<file path="src/rtl/vga_timing_generator.sv">
// Free-running VGA raster timing: scan position, display enable, sync pulses and line/frame strobes.
// Optional frame counter output enabled by defining VGA_FRAME_COUNT_EN.
module vga_timing_generator #(
  parameter int H_VISIBLE       = 640,
  parameter int H_FRONT         = 16,
  parameter int H_SYNC          = 96,
  parameter int H_BACK          = 48,
  parameter int V_VISIBLE       = 480,
  parameter int V_FRONT         = 10,
  parameter int V_SYNC          = 2,
  parameter int V_BACK          = 33,
  parameter int SYNC_ACTIVE_LOW = 1
) (
  input  logic               vga_clock,
  input  logic               reset,
  output logic               h_sync,
  output logic               v_sync,
  output logic               display_enable,
  output logic signed [31:0] column,
  output logic signed [31:0] row,
  output logic               line_start,
  output logic               frame_start
`ifdef VGA_FRAME_COUNT_EN
  ,
  output logic [15:0]        frame_count
`endif
);

  localparam int unsigned H_TOTAL = H_VISIBLE + H_FRONT + H_SYNC + H_BACK;
  localparam int unsigned V_TOTAL = V_VISIBLE + V_FRONT + V_SYNC + V_BACK;
  localparam int unsigned HW      = $clog2(H_TOTAL);
  localparam int unsigned VW      = $clog2(V_TOTAL);
  localparam logic        SYNC_ON  = (SYNC_ACTIVE_LOW != 0) ? 1'b0 : 1'b1;
  localparam logic        SYNC_OFF = ~SYNC_ON;

  if (H_FRONT < 1 || H_SYNC < 1 || H_BACK < 1 ||
      V_FRONT < 1 || V_SYNC < 1 || V_BACK < 1) begin : g_bad_params
    $error("vga_timing_generator: porch and sync widths must all be >= 1");
  end

  typedef enum logic [1:0] {
    PH_ACTIVE = 2'd0,
    PH_FRONT  = 2'd1,
    PH_SYNC   = 2'd2,
    PH_BACK   = 2'd3
  } phase_e;

  logic [HW-1:0] h_cnt_q, h_cnt_d;
  logic [VW-1:0] v_cnt_q, v_cnt_d;
  phase_e        h_ph_q, h_ph_d;
  phase_e        v_ph_q, v_ph_d;
  logic          h_wrap, v_wrap;

  logic [HW-1:0] column_q;
  logic [VW-1:0] row_q;
  logic          de_q, de_d;
  logic          h_sync_q, h_sync_d;
  logic          v_sync_q, v_sync_d;
  logic          line_start_q, line_start_d;
  logic          frame_start_q, frame_start_d;

  always_comb begin
    // ">=" keeps a corrupted count from running past the total
    h_wrap  = (h_cnt_q >= HW'(H_TOTAL - 1));
    v_wrap  = (v_cnt_q >= VW'(V_TOTAL - 1));
    h_cnt_d = h_wrap ? '0 : h_cnt_q + 1'b1;
    h_ph_d  = h_ph_q;
    v_cnt_d = v_cnt_q;
    v_ph_d  = v_ph_q;

    case (h_ph_q)
      PH_ACTIVE: if (h_cnt_q == HW'(H_VISIBLE - 1))                   h_ph_d = PH_FRONT;
      PH_FRONT:  if (h_cnt_q == HW'(H_VISIBLE + H_FRONT - 1))          h_ph_d = PH_SYNC;
      PH_SYNC:   if (h_cnt_q == HW'(H_VISIBLE + H_FRONT + H_SYNC - 1)) h_ph_d = PH_BACK;
      PH_BACK:   if (h_wrap)                                           h_ph_d = PH_ACTIVE;
      default:                                                         h_ph_d = PH_BACK;
    endcase

    if (h_wrap) begin
      v_cnt_d = v_wrap ? '0 : v_cnt_q + 1'b1;
      case (v_ph_q)
        PH_ACTIVE: if (v_cnt_q == VW'(V_VISIBLE - 1))                   v_ph_d = PH_FRONT;
        PH_FRONT:  if (v_cnt_q == VW'(V_VISIBLE + V_FRONT - 1))          v_ph_d = PH_SYNC;
        PH_SYNC:   if (v_cnt_q == VW'(V_VISIBLE + V_FRONT + V_SYNC - 1)) v_ph_d = PH_BACK;
        PH_BACK:   if (v_wrap)                                           v_ph_d = PH_ACTIVE;
        default:                                                         v_ph_d = PH_BACK;
      endcase
    end

    // Outputs are registered from next-state values so they align with column/row
    de_d          = (h_ph_d == PH_ACTIVE) && (v_ph_d == PH_ACTIVE);
    h_sync_d      = (h_ph_d == PH_SYNC) ? SYNC_ON : SYNC_OFF;
    v_sync_d      = (v_ph_d == PH_SYNC) ? SYNC_ON : SYNC_OFF;
    line_start_d  = (h_cnt_d == '0);
    frame_start_d = line_start_d && (v_cnt_d == '0);
  end

  always_ff @(posedge vga_clock or negedge reset) begin
    if (!reset) begin
      h_cnt_q       <= HW'(H_TOTAL - 1);
      v_cnt_q       <= VW'(V_TOTAL - 1);
      h_ph_q        <= PH_BACK;
      v_ph_q        <= PH_BACK;
      column_q      <= '0;
      row_q         <= '0;
      de_q          <= 1'b0;
      h_sync_q      <= SYNC_OFF;
      v_sync_q      <= SYNC_OFF;
      line_start_q  <= 1'b0;
      frame_start_q <= 1'b0;
    end else begin
      h_cnt_q       <= h_cnt_d;
      v_cnt_q       <= v_cnt_d;
      h_ph_q        <= h_ph_d;
      v_ph_q        <= v_ph_d;
      column_q      <= h_cnt_d;
      row_q         <= v_cnt_d;
      de_q          <= de_d;
      h_sync_q      <= h_sync_d;
      v_sync_q      <= v_sync_d;
      line_start_q  <= line_start_d;
      frame_start_q <= frame_start_d;
    end
  end

  assign column         = 32'(column_q);
  assign row            = 32'(row_q);
  assign display_enable = de_q;
  assign h_sync         = h_sync_q;
  assign v_sync         = v_sync_q;
  assign line_start     = line_start_q;
  assign frame_start    = frame_start_q;

`ifdef VGA_FRAME_COUNT_EN
  logic [15:0] frame_count_q, frame_count_d;

  always_comb begin
    frame_count_d = frame_start_d ? frame_count_q + 16'd1 : frame_count_q;
  end

  always_ff @(posedge vga_clock or negedge reset) begin
    if (!reset) frame_count_q <= '0;
    else        frame_count_q <= frame_count_d;
  end

  assign frame_count = frame_count_q;
`endif

endmodule

</file>
<file path="config.mk">
export PLATFORM = sky130hd
export DESIGN_NAME = vga_timing_generator
export DESIGN_NICKNAME = d
export VERILOG_FILES = /design/src/rtl/vga_timing_generator.sv
export SDC_FILE = /design/constraint.sdc
export NUM_CORES = 1
export LEC_CHECK = 0
export ABC_AREA = 1
export BUFFER_PORTS_ARGS = -buffer_cell sky130_fd_sc_hd__buf_4
export CORE_ASPECT_RATIO = 2
export CORE_MARGIN = 2
export CORE_UTILIZATION = 45
export CTS_BUF_LIST = sky130_fd_sc_hd__clkbuf_16
export DETAILED_ROUTE_END_ITERATION = 8
export HOLD_SLACK_MARGIN = 0.03
export PLACE_DENSITY_LB_ADDON = 0.05
export SYNTH_ARGS = -nofsm -noshare
export SYNTH_HDL_FRONTEND = slang
export SYNTH_SLANG_ARGS = --single-unit
</file>
<file path="constraint.sdc">
create_clock -name vga_clock -period 4.85 [get_ports vga_clock]
set_input_delay 0.485 -clock vga_clock [delete_from_list [all_inputs] [get_ports vga_clock]]
set_output_delay 0.485 -clock vga_clock [all_outputs]
set_load 0.01 [all_outputs]
</file>
==> results of run 1 <==
## power by group
| group | switching [mW] | leakage, nW | internal [mW] |
|---|---|---|---|
| Combinational | 0.0215 | 0.942 | 0.000541 |
| Clock | 0.129 | 0.0900 | 0.295 |
| Sequential | 0 | 0.468 | 0.326 |
## area by class of cell
type / count / share of cell area (%)
well taps: 60 / 2.779
repair buffers: 26 / 7.226
clock inverters: 3 / 2.501
clock buffers: 5 / 4.632
flip-flops and latches: 39 / 36.87
inverters: 55 / 7.689
multi-input cells: 220 / 38.30
## cell families (layout without fill, tap and decap cells)
kind of cell	count (synthesis)	after routing	share of synthesized area (%)
other	1	44	0.1497
XOR/XNOR	3	3	1.049
AO/OA/AOI/OAI	17	17	4.046
adder cells (fa/ha/maj)	4	4	1.998
buffers and inverters	111	89	25.37
flip-flops	39	39	39.76
AND/OR/NAND/NOR	152	152	27.62
## worst min-delay path by stage
stage | endpoint | cells after the start | startpoint | slack, ns
2_1_floorplan | column_q[0] | 0 | reset | 0.19
3_3_place_gp | column_q[3] | 1 | reset | 0.48
3_5_place_dp | column_q[2] | 1 | reset | 0.49
4_1_cts | column_q[2] | 1 | reset | 0.19
5_1_grt | column_q[2] | 1 | reset | 0.21
6_report | column_q[2] | 1 | reset | 0.17
## routing by layer
| metal | up-vias | share of wire (%) | GRT usage [%] | routed length, um |
|---|---|---|---|---|
| li1 | 937 | - | - | - |
| met3 | 18 | 4.1 | 2.706 | 221 |
| met1 | 885 | 33 | 16.23 | 1803 |
| met4 | 0 | 5.3 | 11.79 | 287 |
| met5 | - | 0 | 0 | 0 |
| met2 | 71 | 58 | 36.71 | 3131 |
## Yosys cell counts, types with 3 or more instances
library cell              instances
sky130_fd_sc_hd__nand3_1         26
sky130_fd_sc_hd__nand2_1         70
sky130_fd_sc_hd__nor3_1           5
sky130_fd_sc_hd__inv_1           53
sky130_fd_sc_hd__nand4_1          7
sky130_fd_sc_hd__buf_4           54
sky130_fd_sc_hd__nor2_1          36
sky130_fd_sc_hd__dfrtp_1         23
sky130_fd_sc_hd__ha_1             4
sky130_fd_sc_hd__dfstp_2         16
sky130_fd_sc_hd__xor2_1           3
sky130_fd_sc_hd__o21ai_1          4
sky130_fd_sc_hd__o21ai_0         10
## through the flow
step                instances  worst slack [ns]
floorplan                 370             3.068
CTS                       408             2.705
global placement          400             2.793
finish                    408             2.724
global route              408             2.505
detailed placement        400             2.723
## worst max-delay path: cells and delay by family (launching register included)
family | cells | cell delay, ns
fa+ha+maj | 1 | 0.27
flops | 1 | 0.59
compound gates | 1 | 0.40
simple gates | 7 | 0.78
## registers in the layout (all words and copies together) (netlist names)
name            cells
line_start          1
h_ph_q              2
v_ph_q              2
row_q              10
column_q           10
h_cnt_q             7
v_cnt_q             3
v_sync              1
display_enable      1
h_sync              1
frame_start         1
==> impl.org, run 1 <==
** Outcome
- The run finished with clean final reports.

** Detailed routing
- Drc violations :: 0
- After the first detailed-routing iteration, the DRC count stood at between 40 and 50.
- Using the TritonRoute via totals, the vias-per-cell ratio works out to between 4 and 5.
- The final layout contains routed wiring with a total length of approximately 5400 um.
- Via count :: about 1,900
- After detailed routing, the average wire length per cell comes to between 10 and 15 um.
- The detail route stage leaves a number of antenna-violating nets equal to 0.
- First-pass iteration count of the detailed router :: 4

** STA
- For the final routed database, the setup TNS stands at 0 ns.
- Skew final :: approximately 0.0034 ns
- Number of failing hold endpoints at the final stage :: 0
- The routed design could run at a clock period as short as 2.126 ns.
- The final count of pins violating max slew came to 0.
- Static timing analysis puts the maximum clock frequency at 470.5 MHz.
- Of the available clock period, the critical path in the final layout requires 43.83%.
- Number of setup violations in the final report :: 0
- Headroom to the max-slew limit came out at 57.10%.
- Slew of the pin with the lowest slew margin :: between 0.6 and 0.7 ns
- Across all hold checks on the routed design, the worst slack comes to 0.1674 ns.
- Unrepaired setup endpoints after global routing :: false

** Clock tree
- Buffers inserted to repair hold after CTS numbered 0.
- The number of gates resized after CTS was 0.
- Clock sink count :: 39
- Post-CTS setup repair buffer count :: 0
- Number of buffers between clock root and the deepest sink :: 2
- Buffers inserted during clock tree synthesis total 5.
- TritonCTS built the clock tree.
- The later pin in the worst-skew pair is clocked with a latency of between 0.2 and 0.3 ns.
- Buffer cell driving the clock tree root :: sky130_fd_sc_hd__clkbuf_16
- H-tree depth :: 2
- Clock-pin transition on the worst setup and hold timing paths :: approximately 0.060 ns

** Place
- Total of buffers placed on input and output ports :: 26
- Post-Place Cell Area :: 2509 sq um
- Routability-driven placement finished with a final weighted congestion of about 0.91.
- HPWL after DPL :: between 4000 and 5000 um

** GRT
- Antenna violations before repair :: 0
- GRT Resource Usage Total :: 18.35%
- First-pass GRT wire length :: ~8500 um
- The total overflow left after global routing is 0.
- The number of global-route vias before repair came to 1,818.
- Pin count of the biggest net entering global routing :: 40

** Floorplan
- Measured along the y axis, the die boundary spans roughly 110 um.
- The region available for standard cell placement spans 5420 sq um.
- The floorplan step set the die width to ~57 um.
- The initial utilization of the core area, before any placement, comes to 46.21%.
- The initialized floorplan defines 38 standard-cell rows.
- Number of ports placed on the die boundary :: 71
- Area enclosed by the die boundary :: 6215 sq um

** Synthesis
- Fraction of the yosys area taken by sequential cells :: approximately two fifths
- Syn_area_per_cell :: between 7 and 8 sq um
- In the synthesized netlist the async set-or-reset flop fraction comes to 100.0%.
- Library cells used by synthesis :: 25
- Post-synthesis cell type with the largest combined area :: sky130_fd_sc_hd__dfrtp_1
- The top cell type by area accounts for between 20% and 30% of the synthesized area.
- Ranked by total cell area, the synthesized netlist is headed by sky130_fd_sc_hd__dfrtp_1 (23%), sky130_fd_sc_hd__dfstp_2 (17%), sky130_fd_sc_hd__buf_4 (16%).
- Top flip-flop cell by instance count after synthesis :: sky130_fd_sc_hd__dfrtp_1
- Number of enable-type register cells in the synthesized netlist :: 0
- Synthesized flop and latch total :: 39
- Synth warn :: 0
- Cells after synthesis :: between 300 and 400
- After synthesis the cells add up to 2505 sq um.

** Worst setup path
- The largest single stage delay on the critical path is ~0.59 ns.
- Reg2reg start :: h_cnt_q[0]
- For flop-to-flop paths, the worst setup slack is 2.72 ns.
- The critical path ends at frame_start.
- The largest individual stage delay along the critical path comes from the cell sky130_fd_sc_hd__dfstp_2.
- Endpoint required time on the critical path :: ~5 ns
- Worst-path cell chain :: ha_1, nand4_4, a21oi_4, nand2_2, nand3_1, nand2_1, nor2_1, nand2_1, nor2_1
- Counting cells, the worst reg-to-reg path comes to 9.
- Critical Path AT :: ~2.3 ns
- Worst R2R End :: frame_start
- Capturing element type of the critical path :: flip-flop
- Tracing the worst setup path back leads to its startpoint at h_cnt_q[0].
- Startpoint type of the worst setup path :: flip-flop
- Of all nets on the critical path, the largest fanout is 15.
- Kind of critical path :: reg -> reg

** Layout
- Number of filler cells placed in the layout :: 579
- Most common cell after layout, fill and taps aside :: sky130_fd_sc_hd__nand2_1
- In the layout the commonest cells are sky130_fd_sc_hd__nand2_1 (70), sky130_fd_sc_hd__inv_1 (53), sky130_fd_sc_hd__conb_1 (44).
- From synthesis to final layout, the design area changed by 7.842%.
- The post-route netlist has around 18% of its cells at a drive strength greater than 1.
- At the end of the flow, the number of nets in the layout was 353.
- Diodes inserted :: 0
- Registers take roughly 1000 sq um.
- Share of the core filled with cells in the final layout :: between 40% and 50%
- Cell area after layout :: between 2000 and 3000 sq um
- Summing all multi-input logic gate instances after layout gives 1035 sq um.

** Pwr
- Static Leak :: about 1.5 nW
- Overall Power :: 0.7718 mW
- Power per unit of standard cell area :: between 200 and 300 nW/um^2
- Across the VDD grid, the largest voltage drop is roughly 240 uV.

** Worst hold path
- HP Class :: in -> async

** Run
- Across the run, the number of max-cap violations was 0.
Power figures use the tool's default switching activity.
==> inputs of run 2 (changes only) <==
==> constraint.sdc (replaced) <==
create_clock -name vga_clock -period 1.87 [get_ports vga_clock]
set_input_delay 0.187 -clock vga_clock [delete_from_list [all_inputs] [get_ports vga_clock]]
set_output_delay 0.187 -clock vga_clock [all_outputs]
set_load 0.01 [all_outputs]
==> run 2 against run 1 <==
Compared with the run above: count of clock-buffer cells in the layout unchanged; final area up 11%; power up 140%; non-clock buffer count increased by 37; worst hold slack better by 0.24 ns; sequential share of layout area fell by 3.7 points; critical endpoint unchanged; largest power group unchanged.
==> impl.org, run 2 (synthesis results as in run 1) <==
** Layout
- Cells with a size suffix above 1 make up 26.49% of the layout.
- The largest registers in the layout are column_q: 10 flops, row_q: 10 flops, h_cnt_q: 7 flops.
- Across the whole layout, storage elements account for around 1000 sq um.
- Most common cell after layout, fill and taps aside :: sky130_fd_sc_hd__nand2_1
- Total area of multi-input combinational cells :: between 1000 and 1500 sq um
- NumNets Final :: 390
- The repair_antennas step left the layout with diodes totalling 0.
- After routing the design area is approximately 3000 sq um.
- From synthesis to final layout, the design area changed by 19.73%.
- Fill cells in the final layout number around 530.
- Most frequent cells in the layout :: sky130_fd_sc_hd__nand2_1 (69), sky130_fd_sc_hd__buf_4 (60), sky130_fd_sc_hd__inv_1 (53)

** Clock tree
- Total CTS buffers :: 5
- H-tree depth :: 2
- Number of buffers between clock root and the deepest sink :: 2
- The root buffer cell chosen for the clock tree is sky130_fd_sc_hd__clkbuf_16.
- Skew-Pair Late Insertion Delay :: about 0.28 ns
- TritonCTS built the clock tree.
- Clock sink count :: 39
- Clock-pin slew was measured on the worst setup and hold paths at around 0.060 ns.

** Place
- The congestion estimate from routability-driven global placement came to roughly 0.94.
- The HPWL after detailed placement is approximately 4500 um.
- Total of buffers placed on input and output ports :: 26
- Post-Place Cell Area :: roughly 2700 sq um

** Run
- Max capacitance violation total :: 0

** STA
- Number of failing hold endpoints at the final stage :: 0
- For the pin with the worst max-slew slack, the measured transition is approximately 0.50 ns.
- In this run the tightest slew margin relative to its limit is around 67%.
- Skew final :: between 0.007 and 0.008 ns
- Setup repair after global routing could not meet its margin everywhere.
- Of the available clock period, the critical path in the final layout requires between 90 and 100%.
- Highest clock frequency the design can meet :: between 500 and 600 MHz
- The routed design could run at a clock period as short as around 1.8 ns.
- Number of setup violations in the final report :: 0
- The final count of pins violating max slew came to 0.
- Hold is met by about 0.41 ns.

** Floorplan
- Initial core utilization :: 46.21%
- The die covers a little over 6000 sq um.
- In this run the count of I/O pins placed on the die edge is between 70 and 80.
- In this run the standard cell core region covers 5420 sq um.
- Measured along the x axis, the die boundary spans between 50 and 60 um.
- The die is between 100 and 150 um tall.
- In this run the core area contains 38 standard-cell rows.

** Pwr
- Of the total power, the share spent switching nets is around a fifth.
- Net switching power figure :: ~0.39 mW
- Power per unit of standard cell area :: 619.3 nW/um^2
- Seq pwr share :: 45.5%
- Combinational logic burns approximately 3.2% of the power.
- Clock group share of total power :: approximately half
- Across the VDD grid, the largest voltage drop is 698.3 uV.
- Summed over all cells, the static leakage comes to approximately 1.7 nW.
- Internal power component :: roughly 1.5 mW

** Detailed routing
- Via count normalized by instance count :: roughly 4.7
- Drc violations :: 0
- Via count :: between 2,000 and 2,500
- DRC violation total after the first TritonRoute iteration :: 73
- Post-detailed-routing wire length :: 5749 um
- Post-detailed-route count of antenna-violating nets :: 0
- Dividing the detail-routed wire length by the instance count gives about 13 um.
- First-pass iteration count of the detailed router :: 5

** GRT
- First-pass GRT wire length :: approximately 8900 um
- Highest-utilization routing layer at the global route stage :: met2
- Across every metal layer, demand over resource in global routing totals between 10% and 20%.
- The number of global-route vias before repair was roughly 2,000.
- Met3 routing resource usage after global routing :: ~3.8%
- Antenna violations before repair :: 0
- GRT overflow :: 0
- Pin count of the biggest net entering global routing :: 40
- In the global route stage, met2 resource usage came out at between 30% and 40%.
- In the global route stage, met1 resource usage came out at around 17%.

** Worst setup path
- Endpoint required time on the critical path :: around 2.1 ns
- By startpoint and endpoint, the worst setup path is classified as reg -> reg.
- In this run the worst path has a maximum fanout of 4.
- Worst path slowest cell :: sky130_fd_sc_hd__dfstp_2
- Most frequent cell on the critical path :: sky130_fd_sc_hd__buf_4
- Startpoint type of the worst setup path :: flip-flop
- Critical Path AT :: about 2 ns
- Worst-path cell chain :: ha_4, nand4_4, a21oi_4, buf_4, buf_4, nand4_1, o21ai_2, nor2_2, nand2_1, nor2_1
- Grouping stages by cell kind, the critical path spends the most delay in flip-flops.
- The worst setup path is captured at a flip-flop.
- Together, buffers and inverters on the worst path number 2.
- Maximum single-stage delay on the critical path :: 0.55 ns

** Worst hold path
- HP Class :: in -> async

** Outcome
- The flow ran to the end, and the final reports show no timing, DRC or antenna violations.
[run 2: path summary, 6_finish.rpt]
check,start,end,slack [ns],cells past startpoint
max,h_cnt_q[1],frame_start,0.1,10
min,reset,column_q[3],0.41,2
max reg2reg,h_cnt_q[1],frame_start,0.1,10
min reg2reg,v_ph_q[0],v_ph_q[1],0.60,3
max in group asynchronous,reset,h_cnt_q[8],1.08,2
min in group vga_clock,v_ph_q[0],v_ph_q[1],0.60,3
[run 2: final cells by class]
type	count	area share, %
flip-flops and latches	39	33.21
multi-input cells	220	35.79
inverters	55	6.925
clock buffers	5	4.172
well taps	60	2.503
clock inverters	3	1.293
repair buffers	63	16.10
[run 2: through the flow]
stage	TNS [ns]	std cells	utilization [%]	power (mW)	setup slack [ns]
global placement	-0.1712	429	50.30	0.9160	-0.1517
CTS	0	440	53.83	1.874	0.02820
detailed placement	-0.1719	429	50.30	0.9165	-0.1538
global route	-0.03015	445	55.33	1.926	-0.02832
floorplan	0	370	-	0.9665	0.08777
finish	0	445	55.33	1.857	0.09886
[run 2: what timing repair did]
action | CTS | global route
buffers inserted | 2 | 5
hold buffers | 1 | 0
endpoints found under the hold margin | 23 | 0
endpoints found under the setup margin | 3 | 3
pin swaps | 1 | 14
gates resized for setup | 1 | 10
[run 2: power groups by stage]
stage               Clock, mW  Combinational [mW]  Sequential [mW]
floorplan                   0               0.107            0.860
finish                  0.953              0.0588            0.846
global route             1.01              0.0671            0.845
global placement            0              0.0563            0.860
detailed placement          0              0.0568            0.860
CTS                     0.969              0.0586            0.846
[run 2: layer usage]
| metal | vias to the layer above | part of all wire [%] |
|---|---|---|
| met5 | - | 0 |
| met4 | 0 | 5.1 |
| met3 | 20 | 3.6 |
| met2 | 64 | 58 |
| met1 | 980 | 33 |
| li1 | 1019 | - |
[run 2: worst reg2reg max path, cell delays in order (launching register included)]
cell and delay, ns:
sky130_fd_sc_hd__dfstp_2 0.55, sky130_fd_sc_hd__ha_4 0.16, sky130_fd_sc_hd__nand4_4 0.12, sky130_fd_sc_hd__a21oi_4 0.22, sky130_fd_sc_hd__buf_4 0.15, sky130_fd_sc_hd__buf_4 0.11, sky130_fd_sc_hd__nand4_1 0.09, sky130_fd_sc_hd__o21ai_2 0.10
sky130_fd_sc_hd__nor2_2 0.06, sky130_fd_sc_hd__nand2_1 0.07, sky130_fd_sc_hd__nor2_1 0.04
